**src/rtl/sdp_hls_pkg.sv**
```systemverilog
// Shared widths, saturation limits, mode encoding and S1 payload for the SDP X-path stages.
package sdp_hls_pkg;

  localparam int unsigned DATA_WIDTH   = 32;
  localparam int unsigned OP_WIDTH     = 16;
  localparam int unsigned SHIFT_WIDTH  = 6;
  localparam int unsigned PROD_WIDTH   = DATA_WIDTH + OP_WIDTH;
  localparam int unsigned SH_IDX_WIDTH = 5;
  localparam int unsigned CNT_WIDTH    = 32;

  localparam logic [SH_IDX_WIDTH-1:0] SHIFT_MAX = SH_IDX_WIDTH'(31);
  localparam logic [DATA_WIDTH-1:0]   MAX_POS   = {1'b0, {(DATA_WIDTH-1){1'b1}}};
  localparam logic [DATA_WIDTH-1:0]   MIN_NEG   = {1'b1, {(DATA_WIDTH-1){1'b0}}};

  typedef enum logic [1:0] {BYPASS, MUL, PRELU} mode_e;

  typedef struct packed {
    mode_e                   mode;
    logic                    neg;
    logic [SH_IDX_WIDTH-1:0] shift;
    logic [DATA_WIDTH-1:0]   data;
    logic [PROD_WIDTH-1:0]   prod;
  } s1_pld_t;

  // Shift amounts beyond the legal range behave as the largest legal shift.
  function automatic logic [SH_IDX_WIDTH-1:0] clamp_shift(input logic [SHIFT_WIDTH-1:0] sh);
    return (sh > SHIFT_WIDTH'(SHIFT_MAX)) ? SHIFT_MAX : sh[SH_IDX_WIDTH-1:0];
  endfunction

endpackage

```
**src/rtl/sdp_hls_x_mul_shift_if.sv**
```systemverilog
// Valid/ready element channel used on both sides of the multiply/shift stage.
interface sdp_hls_x_mul_shift_if;
  import sdp_hls_pkg::*;

  logic                  pvld;
  logic                  prdy;
  logic [DATA_WIDTH-1:0] data;

  modport master (output pvld, output data, input  prdy);
  modport slave  (input  pvld, input  data, output prdy);

endinterface

```
**src/rtl/sdp_hls_shift_rnd_sat.sv**
```systemverilog
// Combinational arithmetic right shift of the full product, round half up, saturate to DATA_WIDTH.
module sdp_hls_shift_rnd_sat
  import sdp_hls_pkg::*;
(
  input  logic [PROD_WIDTH-1:0]   prod_i,
  input  logic [SH_IDX_WIDTH-1:0] shift_i,
  output logic [DATA_WIDTH-1:0]   data_c_o,
  output logic                    sat_c_o
);

  localparam int unsigned SUM_WIDTH = PROD_WIDTH + 1;
  localparam int unsigned IDX_WIDTH = $clog2(PROD_WIDTH);

  logic signed [PROD_WIDTH-1:0] shifted;
  logic [IDX_WIDTH-1:0]         rnd_idx;
  logic                         rnd_bit;
  logic [SUM_WIDTH-1:0]         sum;
  logic                         in_range;

  // One extra bit on the rounding add keeps the carry from wrapping the sign.
  always_comb begin
    shifted  = $signed(prod_i) >>> shift_i;
    rnd_idx  = IDX_WIDTH'(shift_i) - IDX_WIDTH'(1);
    rnd_bit  = (shift_i != '0) ? prod_i[rnd_idx] : 1'b0;
    sum      = {shifted[PROD_WIDTH-1], shifted} + SUM_WIDTH'(rnd_bit);
    in_range = (sum[SUM_WIDTH-1:DATA_WIDTH-1] == '0) || (&sum[SUM_WIDTH-1:DATA_WIDTH-1]);
    sat_c_o  = !in_range;
    if (in_range) begin
      data_c_o = sum[DATA_WIDTH-1:0];
    end else if (sum[SUM_WIDTH-1]) begin
      data_c_o = MIN_NEG;
    end else begin
      data_c_o = MAX_POS;
    end
  end

endmodule

```
**src/rtl/sdp_hls_x_mul_shift.sv**
```systemverilog
// Two-stage multiply / shift-round / saturate pipe of the SDP X-path with a saturation counter.
module sdp_hls_x_mul_shift
  import sdp_hls_pkg::*;
(
  input  logic                   nvdla_core_clk,
  input  logic                   nvdla_core_rstn,
  sdp_hls_x_mul_shift_if.slave   chn_in,
  sdp_hls_x_mul_shift_if.master  chn_out,
  input  logic                   cfg_mul_bypass,
  input  logic                   cfg_mul_prelu,
  input  logic [OP_WIDTH-1:0]    cfg_mul_op,
  input  logic [SHIFT_WIDTH-1:0] cfg_mul_shift,
  input  logic                   sat_cnt_clr,
  output logic [CNT_WIDTH-1:0]   sat_cnt
);

  logic                  s1_vld_q, s1_vld_d;
  s1_pld_t               s1_q, s1_d;
  logic                  s2_vld_q, s2_vld_d;
  logic [DATA_WIDTH-1:0] s2_data_q, s2_data_d;
  logic                  s2_sat_q, s2_sat_d;
  logic [CNT_WIDTH-1:0]  sat_cnt_q, sat_cnt_d;

  logic s2_rdy, s1_rdy, in_acc, s1_to_s2, out_acc;
  logic signed [DATA_WIDTH-1:0] din_s;
  logic signed [OP_WIDTH-1:0]   op_s;
  logic [DATA_WIDTH-1:0]        rnd_data;
  logic                         rnd_sat;

  sdp_hls_shift_rnd_sat u_shift_rnd_sat (
    .prod_i   (s1_q.prod),
    .shift_i  (s1_q.shift),
    .data_c_o (rnd_data),
    .sat_c_o  (rnd_sat)
  );

  always_comb begin
    s2_rdy   = !s2_vld_q || chn_out.prdy;
    s1_rdy   = !s1_vld_q || s2_rdy;
    in_acc   = chn_in.pvld && s1_rdy;
    s1_to_s2 = s1_vld_q && s2_rdy;
    out_acc  = s2_vld_q && chn_out.prdy;
    din_s    = $signed(chn_in.data);
    op_s     = $signed(cfg_mul_op);
  end

  // Next-state for both pipe stages and the counter; config travels with each element.
  always_comb begin
    s1_vld_d  = s1_vld_q;
    s1_d      = s1_q;
    s2_vld_d  = s2_vld_q;
    s2_data_d = s2_data_q;
    s2_sat_d  = s2_sat_q;
    sat_cnt_d = sat_cnt_q;

    if (s1_rdy) s1_vld_d = chn_in.pvld;
    if (in_acc) begin
      s1_d.mode  = cfg_mul_bypass ? BYPASS : (cfg_mul_prelu ? PRELU : MUL);
      s1_d.neg   = chn_in.data[DATA_WIDTH-1];
      s1_d.shift = clamp_shift(cfg_mul_shift);
      s1_d.data  = chn_in.data;
      s1_d.prod  = PROD_WIDTH'(PROD_WIDTH'(din_s) * PROD_WIDTH'(op_s));
    end

    if (s2_rdy) s2_vld_d = s1_vld_q;
    if (s1_to_s2) begin
      unique case (s1_q.mode)
        BYPASS: begin
          s2_data_d = s1_q.data;
          s2_sat_d  = 1'b0;
        end
        PRELU: begin
          s2_data_d = s1_q.neg ? rnd_data : s1_q.data;
          s2_sat_d  = s1_q.neg ? rnd_sat  : 1'b0;
        end
        default: begin
          s2_data_d = rnd_data;
          s2_sat_d  = rnd_sat;
        end
      endcase
    end

    if (sat_cnt_clr) begin
      sat_cnt_d = '0;
    end else if (out_acc && s2_sat_q && !(&sat_cnt_q)) begin
      sat_cnt_d = sat_cnt_q + CNT_WIDTH'(1);
    end
  end

  always_ff @(posedge nvdla_core_clk) begin
    if (!nvdla_core_rstn) begin
      s1_vld_q  <= 1'b0;
      s1_q      <= '0;
      s2_vld_q  <= 1'b0;
      s2_data_q <= '0;
      s2_sat_q  <= 1'b0;
      sat_cnt_q <= '0;
    end else begin
      s1_vld_q  <= s1_vld_d;
      s1_q      <= s1_d;
      s2_vld_q  <= s2_vld_d;
      s2_data_q <= s2_data_d;
      s2_sat_q  <= s2_sat_d;
      sat_cnt_q <= sat_cnt_d;
    end
  end

  assign chn_in.prdy  = s1_rdy;
  assign chn_out.pvld = s2_vld_q;
  assign chn_out.data = s2_data_q;
  assign sat_cnt      = sat_cnt_q;

endmodule

```
**src/flat_wrapper.sv**
```systemverilog
// flat-port wrapper written by rule: the top's interface ports become plain ports
module sdp_hls_x_mul_shift_flat import sdp_hls_pkg::*;
  (nvdla_core_clk, nvdla_core_rstn, cfg_mul_bypass, cfg_mul_prelu, cfg_mul_op, cfg_mul_shift, sat_cnt_clr, sat_cnt, chn_in_pvld, chn_in_data, chn_in_prdy, chn_out_pvld, chn_out_data, chn_out_prdy);
  sdp_hls_x_mul_shift_if chn_in_i ();
  sdp_hls_x_mul_shift_if chn_out_i ();
  input  logic nvdla_core_clk;
  input  logic nvdla_core_rstn;
  input  logic cfg_mul_bypass;
  input  logic cfg_mul_prelu;
  input  logic [OP_WIDTH-1:0] cfg_mul_op;
  input  logic [SHIFT_WIDTH-1:0] cfg_mul_shift;
  input  logic sat_cnt_clr;
  output logic [CNT_WIDTH-1:0] sat_cnt;
  input wire logic [$bits(chn_in_i.pvld)-1:0] chn_in_pvld;
  input wire logic [$bits(chn_in_i.data)-1:0] chn_in_data;
  output wire logic [$bits(chn_in_i.prdy)-1:0] chn_in_prdy;
  output wire logic [$bits(chn_out_i.pvld)-1:0] chn_out_pvld;
  output wire logic [$bits(chn_out_i.data)-1:0] chn_out_data;
  input wire logic [$bits(chn_out_i.prdy)-1:0] chn_out_prdy;
  assign chn_in_i.pvld = chn_in_pvld;
  assign chn_in_i.data = chn_in_data;
  assign chn_in_prdy = chn_in_i.prdy;
  assign chn_out_pvld = chn_out_i.pvld;
  assign chn_out_data = chn_out_i.data;
  assign chn_out_i.prdy = chn_out_prdy;
  sdp_hls_x_mul_shift u_core (.nvdla_core_clk(nvdla_core_clk), .nvdla_core_rstn(nvdla_core_rstn), .chn_in(chn_in_i), .chn_out(chn_out_i), .cfg_mul_bypass(cfg_mul_bypass), .cfg_mul_prelu(cfg_mul_prelu), .cfg_mul_op(cfg_mul_op), .cfg_mul_shift(cfg_mul_shift), .sat_cnt_clr(sat_cnt_clr), .sat_cnt(sat_cnt));
endmodule
```
**config.mk**
```make
export PLATFORM = sky130hd
export DESIGN_NAME = sdp_hls_x_mul_shift_flat
export DESIGN_NICKNAME = d
export VERILOG_FILES = /design/src/rtl/sdp_hls_pkg.sv /design/src/rtl/sdp_hls_x_mul_shift_if.sv /design/src/rtl/sdp_hls_shift_rnd_sat.sv /design/src/rtl/sdp_hls_x_mul_shift.sv /design/src/flat_wrapper.sv
export SDC_FILE = /design/constraint.sdc
export NUM_CORES = 2
export LEC_CHECK = 0
export ABC_AREA = 1
export BUFFER_PORTS_ARGS = -buffer_cell sky130_fd_sc_hd__buf_4
export CAP_MARGIN = 10
export CORE_AREA = 2 2 285 287
export CTS_BUF_LIST = sky130_fd_sc_hd__clkbuf_4
export DETAILED_ROUTE_END_ITERATION = 10
export DIE_AREA = 0 0 287 289
export GPL_TIMING_DRIVEN = 0
export HOLD_SLACK_MARGIN = 0.08
export SYNTH_ARGS = -nofsm -noshare
export SYNTH_HDL_FRONTEND = slang
export SYNTH_HIERARCHICAL = 1
export SYNTH_SLANG_ARGS = --single-unit
```
**constraint.sdc**
```tcl
create_clock -name nvdla_core_clk -period 9.8 [get_ports nvdla_core_clk]
set_input_delay 1.96 -clock nvdla_core_clk [delete_from_list [all_inputs] [get_ports nvdla_core_clk]]
set_output_delay 1.96 -clock nvdla_core_clk [all_outputs]
set_load 0.02 [all_outputs]
```
==> impl_metrics.py <==
metrics = {
    "outcome": {
        "status": "complete, no violations",
    },
    "cts": {
        "ctsRootBufferMaster": "clkbuf_4",
        "ctsResizeCount": 0,
        "cts_tree": "yes",
        "path_clk_slew_ns": 0.16,
        "post_cts_buffers": 0,
        "insertion_delay_ns": 0.64,
        "clock_sinks": 154,
        "cts_inserted_buffers": 17,
        "htreeDepth": 4,
        "clk_path_buf_depth": 2,
        "cts_hold_buffers": 0,
    },
    "worst_setup_path": {
        "critPathMaxFanout": 10,
        "critical_path_arrival_ns": 8.66,
        "crit_path_frequent_cell": "fa_1",
        "critPathCaptureType": "register",
        "startpoint_type": "input port",
        "crit_chain": "clkbuf_1, clkbuf_1, nand2_1, inv_1, fa_1, fa_1, fa_1, fa_1, fa_1, inv_1, fa_1, inv_1, ha_1, nand2_1, nor2_1, nand2_1, nor3_1, nand3_1, nand4_1, nand3_1, nand2_1, inv_1",
        "slowest_stage": "fa_1",
        "cpPeakStageDelay_ns": 0.88,
        "criticalPathCategory": "in -> reg",
        "crit_required_ns": 10.36,
    },
    "detailed_routing": {
        "post-route-drc-count": 0,
        "drt_first_pass_iters": 6,
        "ant_nets": 0,
        "vias": 30800,
        "vias_per_cell": 5.07,
        "routedWlPerCell_um": 19.1,
        "drt-total-wl_mm": 116,
        "drt_iter0_markers": 2849,
    },
    "yosys": {
        "syn-cell-area_mm2": 0.0316,
        "yosys-top-cells-count": "1517 x nand2_1, 1122 x inv_1, 486 x fa_1",
        "synth.most_common_cell": "nand2_1",
        "yosys_warnings": 6,
        "synthFlopType": "dfxtp_1",
        "ys_ff_latch": 154,
        "ys_types": 46,
        "synth_cells": 4874,
        "synth_edf_count": 0,
        "syn_nets": 5539,
        "synth.area.top_cells": "fa_1 31%, nand2_1 18%, inv_1 13%",
        "syn_area_per_cell_um2": 6.49,
        "synthArstFlopShare_pct": 0,
        "synth_top_area_cell": "fa_1",
        "synth_top_area_share_pct": 30.7,
        "ys_seq_area_share_pct": 9.74,
    },
    "die": {
        "die_area_mm2": 0.0829,
        "start_util_pct": 39.6,
        "fp.dieW_um": 287,
        "core-area_mm2": 0.0799,
        "die_y_um": 289,
        "rows": 104,
        "ios": 127,
    },
    "finish": {
        "syn2layout_area_growth_pct": 7.40,
        "instances_no_fill": 6061,
        "multi_input_area_mm2": 0.0233,
        "seq_area_mm2": 0.00308,
        "finalNetCount": 5651,
        "layout-drive-gt1-share_pct": 4.72,
        "fillers": 8817,
    },
    "placement": {
        "gp_congestion": 0.984,
        "io_buffers": 93,
        "pre_cts_slack_ns": 1.05,
        "dp.cells": 6027,
        "hpwl_mm": 97.7,
    },
    "timing": {
        "skew_ns": 0.0298,
        "timing.final.crit_share_pct": 82.7,
        "fmax_ghz": 0.123,
        "finalSetupViolations": 0,
        "fin_crit_ns": 8.11,
        "rsz0062_at_grt": "no",
        "setup_ws_ns": 1.69,
        "timing.slew.headroom_pct": 22.6,
        "hold_viol": 0,
        "drv_slew": 0,
        "setup-tns-final_ns": 0,
        "worst_pin_slew_ns": 1.16,
    },
    "global_routing": {
        "antenna_found_initial": 5,
        "grt_pass1_vias": 30200,
        "gr-total-overflow": 0,
        "grt_pass1_wl_mm": 178,
        "track_usage_pct": 28.3,
        "grt_max_degree": 17,
    },
    "run": {
        "maxCapViolCount": 0,
    },
    "min_path": {
        "hold_path_class": "reg -> reg",
    },
}
==> sequential cells by signal, indices dropped and copies added, names as in the netlist <==
signal and cells:
u_core/s1_q 87, u_core/chn_out.pvld 1, u_core/s1_vld_q 1, u_core/chn_out.data 32, u_core/sat_cnt 32, u_core/s2_sat_q 1
==> cells by family (layout without fill, tap and decap cells) <==
kind of cell,count (synthesis),count (layout),synth area share (%)
compound gates,223,223,4.08
xor+xnor,73,73,2.02
fa+ha+maj,604,604,35.4
buf+inv,1356,1481,16.7
flops,154,154,9.74
other cells,0,2,0
simple gates,2464,2464,32.0
==> area by class of cell <==
| class | instances | area share, % |
|---|---|---|
| clock inverters | 15 | 0.541 |
| repair buffers | 93 | 2.05 |
| clock buffers | 17 | 0.376 |
| plain buffers | 222 | 3.04 |
| diodes | 2 | 0.0147 |
| flip-flops and latches | 154 | 9.07 |
| multi-input cells | 3364 | 68.5 |
| well taps | 1060 | 3.90 |
| inverters | 1134 | 12.5 |
==> worst paths after layout <==
path | startpoint | to | slack [ns] | cells past startpoint
setup / recovery | chn_in_data[31] | u_core/s1_q[39]$_SDFFE_PN0P_ | 1.69 | 22
hold / removal | u_core/s1_q[85]$_SDFFE_PN0P_ | u_core/s1_q[85]$_SDFFE_PN0P_ | 0.49 | 2
hold reg to reg | u_core/s1_q[85]$_SDFFE_PN0P_ | u_core/s1_q[85]$_SDFFE_PN0P_ | 0.49 | 2
setup reg to reg | u_core/s1_q[80]$_SDFFE_PN0P_ | u_core/chn_out.data[13]$_SDFFE_PN0P_ | 3.52 | 31
==> cells in the final DEF, fill, tap and decap left out, types with 4 or more instances in the layout <==
master	Yosys	layout
nor2_4	4	4
xnor2_1	28	28
a21oi_1	73	73
xor2_1	45	45
buf_2	28	28
clkinv_4	0	4
o21bai_1	7	7
dfxtp_1	154	154
ha_1	118	118
a21o_1	5	5
nand4_1	42	42
or2_2	11	11
o211ai_1	38	38
inv_2	8	8
nor2_1	388	388
nand2_2	6	6
fa_1	486	486
nand3_2	5	5
buf_6	12	12
inv_1	1122	1122
clkbuf_4	0	17
buf_4	11	104
o21ai_0	81	81
clkbuf_1	160	160
nor3_1	26	26
nand3b_1	8	8
nor2_2	12	12
buf_1	8	8
nand3_1	436	436
nor4_1	4	4
nand2_1	1517	1517
==> per-stage QoR <==
stage	hold slack (ns)	utilization, %	instance area, µm²
6_report	0.489	42.5	34000
5_1_grt	0.513	42.5	34000
4_1_cts	0.492	42.5	34000
3_5_place_dp	0.470	42.1	33700
3_3_place_gp	0.459	42.1	33700
2_1_floorplan	0.444	-	31600
==> metal layers <==
layer	part of all wire, %	vias up	GRT usage (%)
met3	8.2	208	4.44
met5	0	-	0
met2	46	1258	47.1
met1	42	14700	37.2
met4	4.0	0	10.6
li1	-	14600	-
==> worst max-delay path, delay by kind of cell <==
family / cells / cell delay (ns)
adders and majority gates: 7 / 3.86
and+or+nand+nor: 9 / 1.42
buffers and inverters: 6 / 1.41
Power is left out: the tool's default activity adds up to more than one toggle a clock period on the data nets, which glitch-free logic cannot reach.
